===== src/rtl/uart_tx_baud.sv =====
// uart_tx_baud: async-serial transmitter timed by rising edges of a divided baud clock.
// Frames are start, LSB-first data, optional parity, then 1 or 2 stop bits.
module uart_tx_baud #(
    parameter int         DATA_BITS    = 8,
    parameter bit         PARITY_EN    = 1'b0,
    parameter bit         PARITY_ODD   = 1'b0,
    parameter logic [1:0] STOP_BITS    = 2'd1,
    parameter int         BIT_CNT_SIZE = $clog2(DATA_BITS)
) (
    input  logic                 clk,
    input  logic                 reset,
    input  logic                 baud_clk,
    input  logic                 tx_valid,
    input  logic [DATA_BITS-1:0] tx_data,
    output logic                 tx_ready,
    output logic                 tx,
    output logic                 tx_done
);
    typedef enum logic [2:0] {S_IDLE, S_WAIT, S_START, S_DATA, S_PARITY, S_STOP} state_t;
    state_t                  r_state, w_state_nxt;
    logic                    r_baud_q;
    logic [DATA_BITS-1:0]    r_shift, w_shift_nxt;
    logic [BIT_CNT_SIZE-1:0] r_bit_cnt, w_bit_cnt_nxt;
    logic                    r_stop_cnt, w_stop_cnt_nxt;
    logic                    r_par, w_par_nxt;
    logic                    r_tx, w_tx_nxt;
    logic                    r_done, w_done_nxt;
    logic                    w_tick, w_accept, w_bit_last, w_stop_last;
    assign w_tick      = baud_clk & ~r_baud_q;
    assign w_accept    = tx_valid & tx_ready;
    assign w_bit_last  = r_bit_cnt == BIT_CNT_SIZE'(DATA_BITS - 1);
    assign w_stop_last = r_stop_cnt == 1'(STOP_BITS - 2'd1);
    // baud_q resets high so a baud_clk already high at release is not an edge
    always_ff @(posedge clk or posedge reset) begin
        if (reset) begin
            r_state    <= S_IDLE;
            r_baud_q   <= 1'b1;
            r_shift    <= '0;
            r_bit_cnt  <= '0;
            r_stop_cnt <= 1'b0;
            r_par      <= 1'b0;
            r_tx       <= 1'b1;
            r_done     <= 1'b0;
        end else begin
            r_state    <= w_state_nxt;
            r_baud_q   <= baud_clk;
            r_shift    <= w_shift_nxt;
            r_bit_cnt  <= w_bit_cnt_nxt;
            r_stop_cnt <= w_stop_cnt_nxt;
            r_par      <= w_par_nxt;
            r_tx       <= w_tx_nxt;
            r_done     <= w_done_nxt;
        end
    end
    always_comb begin
        w_state_nxt    = r_state;
        w_shift_nxt    = r_shift;
        w_bit_cnt_nxt  = r_bit_cnt;
        w_stop_cnt_nxt = r_stop_cnt;
        w_par_nxt      = r_par;
        w_tx_nxt       = r_tx;
        w_done_nxt     = 1'b0;
        case (r_state)
            S_IDLE: if (w_accept) begin
                w_shift_nxt = tx_data;
                w_par_nxt   = PARITY_ODD ? ~^tx_data : ^tx_data;
                w_state_nxt = S_WAIT;
            end
            S_WAIT: if (w_tick) begin
                w_tx_nxt    = 1'b0;
                w_state_nxt = S_START;
            end
            S_START: if (w_tick) begin
                w_tx_nxt      = r_shift[0];
                w_shift_nxt   = r_shift >> 1;
                w_bit_cnt_nxt = '0;
                w_state_nxt   = S_DATA;
            end
            S_DATA: if (w_tick) begin
                if (!w_bit_last) begin
                    w_tx_nxt      = r_shift[0];
                    w_shift_nxt   = r_shift >> 1;
                    w_bit_cnt_nxt = r_bit_cnt + 1'b1;
                end else if (PARITY_EN) begin
                    w_tx_nxt    = r_par;
                    w_state_nxt = S_PARITY;
                end else begin
                    w_tx_nxt       = 1'b1;
                    w_stop_cnt_nxt = 1'b0;
                    w_state_nxt    = S_STOP;
                end
            end
            S_PARITY: if (w_tick) begin
                w_tx_nxt       = 1'b1;
                w_stop_cnt_nxt = 1'b0;
                w_state_nxt    = S_STOP;
            end
            S_STOP: if (w_tick) begin
                w_stop_cnt_nxt = w_stop_last ? r_stop_cnt : r_stop_cnt + 1'b1;
                w_state_nxt    = w_stop_last ? S_IDLE : S_STOP;
                w_done_nxt     = w_stop_last;
            end
            default: w_state_nxt = S_IDLE;
        endcase
    end
    always_comb begin
        tx_ready = r_state == S_IDLE;
        tx       = r_tx;
        tx_done  = r_done;
    end
endmodule

===== config.mk =====
export PLATFORM = sky130hd
export DESIGN_NAME = uart_tx_baud
export DESIGN_NICKNAME = d
export VERILOG_FILES = /design/src/rtl/uart_tx_baud.sv
export SDC_FILE = /design/constraint.sdc
export NUM_CORES = 1
export LEC_CHECK = 0
export ABC_AREA = 1
export BUFFER_PORTS_ARGS = -buffer_cell sky130_fd_sc_hd__buf_4
export CORE_AREA = 2 2 46 48
export DETAILED_ROUTE_END_ITERATION = 8
export DIE_AREA = 0 0 48 50
export MAX_ROUTING_LAYER = met4
export PLACE_DENSITY = 0.85
export SYNTH_ARGS = -nofsm -noshare
export SYNTH_HDL_FRONTEND = slang
export SYNTH_SLANG_ARGS = --single-unit

===== constraint.sdc =====
create_clock -name clk -period 1.57 [get_ports clk]
set_clock_uncertainty 0.05 [all_clocks]
set_input_delay 0.314 -clock clk [delete_from_list [all_inputs] [get_ports clk]]
set_output_delay 0.314 -clock clk [all_outputs]
set_load 0.05 [all_outputs]

==> metrics.yaml, run 1 <==
core_area_um2: 1900
finalCriticalPeriod_ns: 1.55
vias_per_cell: 5.32
gr-usage-all-layers_pct: 21.1
grt_max_degree: 18
status: "finished clean"
clk_latency_ns: 0.29
peakVddDrop_mv: 0.922
tightest_slew_ns: 0.278
yosys_warnings: 0
synthCells: 123
hp-class: "input port to register"
internal_power_mw: 1.45
critical_path_class: "register to output port"
synth_xor_area_share_pct: 0
whs_ns: 0.0872
cts_root_buffer: "clkbuf_4"
fillCellCount: 142
post-route-period-util_pct: 99.0
final_cell_mix: "nand2_1, buf_4, inv_1, dfrtp_1, o21ai_0"
yosys.area_share.adder_pct: 3.70
comb_power_share_pct: 64.8
diodes: 0
port_buffers: 14
pin_count: 15
die-area_um2: 2400
rsz0062_at_grt: "true"
detail-route-antenna-nets: 0
drc: 0
required_ns: 1.21
drtPass1Iterations: 4
switchingPower_mw: 1.22
initial_utilization_pct: 53.4
grt_pass1_vias: 880
synth_mux_area_share_pct: 0
drt_wl_total_mm: 2.38
die_h_um: 50
fmax_ghz: 0.644
drt_iter0_markers: 19
power_density_nw_per_um2: 2040
endpoint_kind: "output port"
overflow: 0
tns_ns: 0
crit_fanout: 3
crit_start: "r_state[0]"
cts_tree: "yes"
antenna_found_initial: 0
synth_compound_area_share_pct: 14.7
layout_commonest_cell: "nand2_1"
area_growth_pct: 29.2
htree_levels: 1
ys_ff_latch: 17
gp_congestion: 0.839
start_kind: "register"
grt_pass1_wl_mm: 3.48
pwr-share-clk_pct: 9.0
nNetsFinal: 165
post_drt_wl_per_cell_um: 13.5
cts.sinks: 17
vias: 936
synth_area_leaders: "dfrtp_1, nand2_1, o21ai_2"
post-synth-top-area-fraction_pct: 37.0
synth_simple_gate_area_share_pct: 30.1
clkTransAtPathRegs_ns: 0.10
leakage_nw: 0.671
syn_area_per_cell_um2: 8.25
setup_violations: 0
r2r_start: "r_state[1]"
clock_path_buffers: 2
layout.cells.non_filler: 176
drive_gt1_share_pct: 39.6
cts_buffers: 3
numPlacedInstances: 164
p_sw_share_pct: 45.6
yosys.cell_types.count: 23
hold_violations: 0
critPathArrivalTime_ns: 1.19
synth_top_family_by_area: "simple AND/OR/NAND/NOR gates"
dp_hpwl_mm: 1.40
syn_area_um2: 1010
rows: 16
slew_violations: 0
die_w_um: 48
synth_top_area_cell: "dfrtp_1"
ys_seq_area_share_pct: 42.2
seq_power_share_pct: 26.3
syn-num-nets: 138
min-delay-start: "baud_clk"
drv_cap: 0
relSlewSlack_pct: 81.5
## power by group through the flow
| stage | clock (mW) | combinational (mW) | sequential, mW |
|---|---|---|---|
| floorplan | 0 | 1.07 | 0.733 |
| global placement | 0 | 1.20 | 0.720 |
| detailed placement | 0 | 1.24 | 0.732 |
| CTS | 0.247 | 1.53 | 0.700 |
| global route | 0.272 | 1.88 | 0.721 |
| finish | 0.239 | 1.73 | 0.703 |
## cell families after synthesis
| family | Yosys count |
|---|---|
| buffers and inverters | 20 |
| AND/OR/NAND/NOR | 60 |
| AO/OA/AOI/OAI | 23 |
| adder cells (fa/ha/maj) | 3 |
| flip-flops | 17 |
## cells in the mapped netlist, drive strengths merged
library cell  count
a21oi             2
nand3             8
o21ai            18
nand2            45
dfrtp            15
nor3              1
buf               2
inv              18
ha                3
dfstp             2
nor2              6
o211ai            2
o31ai             1
## critical path, cell delays in order, from the launching register on
cell and delay [ns]:
dfrtp_2 0.44, nor2_4 0.15, inv_2 0.06, nor2_2 0.09
buf_6 0.16
## per-layer routing
layer  GRT usage, %  vias up  part of all wire (%)  routed length, µm
met2           32.9       31                    53               1270
met3           4.03       10                   3.7                 89
li1               -      448                     -                  -
met1           23.3      447                    40                953
met4           14.0        0                   2.8                 66
met5              -        -                     0                  0
## cell type report
class	instances	area [µm²]	share of cell area, %
well taps	27	33.8	2.58
inverters	18	70.1	5.34
multi-input cells	86	522	39.8
flip-flops and latches	17	430	32.8
repair buffers	24	229	17.5
clock buffers	4	26.3	2.00
## repair_timing
action / in CTS / in global routing
pin swaps: 1 / 3
hold buffers: 1 / 0
gates resized for setup: 5 / 8
endpoints found under the hold margin: 15 / 0
setup endpoints to repair: 4 / 14
buffers inserted: 4 / 2
cloned: 0 / 1
## worst paths after layout
| check | cells after the start | end | slack (ns) |
|---|---|---|---|
| max reg2reg | 9 | r_shift[1] | 0.06 |
| max in group asynchronous | 4 | tx | 0.65 |
| min | 1 | r_baud_q | 0.09 |
| min in group asynchronous | 4 | r_shift[5] | 0.57 |
| min reg2reg | 2 | tx | 0.45 |
| max | 4 | tx_ready | 0.02 |
## flip-flops by register name, indices dropped and copies added, names as in the netlist
signal,count
tx,1
tx_done,1
r_shift,8
r_baud_q,1
r_state,3
r_bit_cnt,3
## stage by stage
stage / total power, mW / utilization (%) / cell area (µm²) / worst slack (ns)
after global routing: 2.88 / 68.9 / 1310 / -0.0452
after CTS: 2.47 / 65.8 / 1250 / -0.0135
after detailed placement: 1.97 / 60.3 / 1150 / 0.0124
after floorplan: 1.80 / - / 1020 / 0.0643
after global placement: 1.92 / 60.3 / 1150 / 0.0762
final: 2.67 / 68.9 / 1310 / 0.0162
Power figures use the tool's default switching activity.
==> run 2, diff against run 1 <==
--- a/config.mk
+++ b/config.mk
@@ -12,6 +12,7 @@
 export DIE_AREA = 0 0 48 50
 export MAX_ROUTING_LAYER = met4
 export PLACE_DENSITY = 0.85
+export SETUP_SLACK_MARGIN = 0.1
 export SYNTH_ARGS = -nofsm -noshare
 export SYNTH_HDL_FRONTEND = slang
 export SYNTH_SLANG_ARGS = --single-unit
==> run 2 against run 1 <==
Effect of this change: combinational power rose by 5%; total power rose by 4.0%; first-iteration DRC count rose by 53%; flip-flop and latch count did not move; sequential share of layout area fell by 1.8 points; worst setup slack barely moved; global-route usage rose by 1.8 points; critical path type unchanged.
==> metrics.yaml, run 2 (synthesized netlist as in run 1, its figures left out) <==
status: "finished clean"
comb_power_share_pct: 65.3
rsz0062_at_grt: "true"
clock_path_buffers: 2
post-route-period-util_pct: 99.0
layout_commonest_cell: "nand2_1"
hold_violations: 0
tightest_slew_ns: 0.230
vias_per_cell: 5.26
power_density_nw_per_um2: 2000
initial_utilization_pct: 53.4
slew_violations: 0
port_buffers: 14
peakVddDrop_mv: 1.29
internal_power_mw: 1.50
numPlacedInstances: 165
detail-route-antenna-nets: 0
overflow: 0
rows: 16
critPathArrivalTime_ns: 1.19
largest_register_ffs: 8
seq_power_share_pct: 26.0
area_growth_pct: 37.2
die_h_um: 50
htree_levels: 1
top_register: "r_shift"
core_area_um2: 1900
diodes: 0
layout.cells.non_filler: 180
switchingPower_mw: 1.28
tns_ns: 0
nNetsFinal: 169
die-area_um2: 2400
antenna_found_initial: 0
pwr-share-clk_pct: 8.7
r2r_end: "r_shift[3]"
grt_pass1_wl_mm: 3.78
cts_tree: "yes"
drive_gt1_share_pct: 45.8
gp_congestion: 0.819
hold_depth: 1
post_drt_wl_per_cell_um: 14.1
final_cell_mix: "nand2_1, buf_4, inv_1, dfrtp_1, o21ai_0"
regToRegSetupSlack_ns: 0.04
drtPass1Iterations: 4
clkTransAtPathRegs_ns: 0.10
grt_max_degree: 18
finalCriticalPeriod_ns: 1.55
clk_latency_ns: 0.30
reg_top3: "r_shift (8), r_bit_cnt (3), r_state (3)"
worstHoldEndpoint: "r_baud_q"
r2r_start: "r_state[0]"
critical_path_class: "register to output port"
leakage_nw: 0.683
grt_pass1_vias: 878
cts_root_buffer: "clkbuf_4"
die_w_um: 48
required_ns: 1.21
fillCellCount: 123
setup_violations: 0
p_total_mw: 2.78
hp-class: "input port to register"
endpoint_kind: "output port"
cts_buffers: 3
relSlewSlack_pct: 84.5
crit_fanout: 2
dp_hpwl_mm: 1.47
drc: 0
pin_count: 15
r2r_cells: 9
min-delay-start: "baud_clk"
gr-usage-all-layers_pct: 23.0
fmax_ghz: 0.644
drt_wl_total_mm: 2.53
p_sw_share_pct: 46.1
drt_iter0_markers: 29
drv_cap: 0
cts.sinks: 17
vias: 947
start_kind: "register"
## run 2: changes by cell type in the layout (fill, tap and decap cells not counted), sizes merged
cell    before  now
buf         22   27
clkbuf       5    4
## run 2: area by class of cell
type | instances | area (µm²) | area share (%)
multi-input cells | 86 | 578 | 41.5
repair buffers | 28 | 253 | 18.1
flip-flops and latches | 17 | 432 | 31.0
well taps | 27 | 33.8 | 2.43
clock buffers | 4 | 26.3 | 1.89
inverters | 18 | 70.1 | 5.03
## run 2: what timing repair did
action	4_1_cts	5_1_grt
endpoints found under the setup margin	12	16
gates resized for setup	12	15
hold endpoints to repair	15	0
hold buffers	1	0
gates cloned	0	0
pin swaps	4	6
setup buffers	8	2
## run 2: routing by layer
| metal | vias to the layer above | wire (µm) | track usage (%) |
|---|---|---|---|
| met5 | - | 0 | - |
| li1 | 454 | - | - |
| met4 | 0 | 85 | 13.1 |
| met2 | 36 | 1330 | 35.8 |
| met1 | 446 | 996 | 28.0 |
| met3 | 11 | 123 | 1.83 |
## run 2: worst max path at each step
stage	start	end	slack [ns]	cells past startpoint
finish	r_state[0]	tx_ready	0.02	4
global route	r_state[0]	tx_ready	0.001	4
CTS	r_state[1]	tx_ready	0.04	4
detailed placement	r_bit_cnt[0]	r_shift[2]	0.01	7
global placement	r_bit_cnt[0]	r_shift[0]	0.08	7
floorplan	r_bit_cnt[0]	r_shift[5]	0.16	8
## run 2: through the flow
stage	util (%)	setup slack (ns)	hold WS, ns	area (µm²)
global placement	60.9	0.0845	0.291	1160
finish	73.2	0.0162	0.0710	1390
global route	73.2	0.00145	0.0637	1390
detailed placement	60.9	0.0133	0.301	1160
CTS	68.9	0.0421	0.0648	1310
floorplan	-	0.158	0.189	1020
## run 2: power by group through the flow
stage | clock (mW) | combinational (mW) | sequential, mW
after floorplan | 0 | 1.08 | 0.735
after global placement | 0 | 1.23 | 0.712
after detailed placement | 0 | 1.28 | 0.721
after CTS | 0.246 | 1.64 | 0.705
after global routing | 0.266 | 1.97 | 0.739
final | 0.241 | 1.81 | 0.723
## run 2: critical path, cell delays in order, from the launching register on
cell and delay [ns]:
dfrtp_2 0.45, nor2_4 0.13, inv_2 0.06, nor2_4 0.09, buf_8 0.15
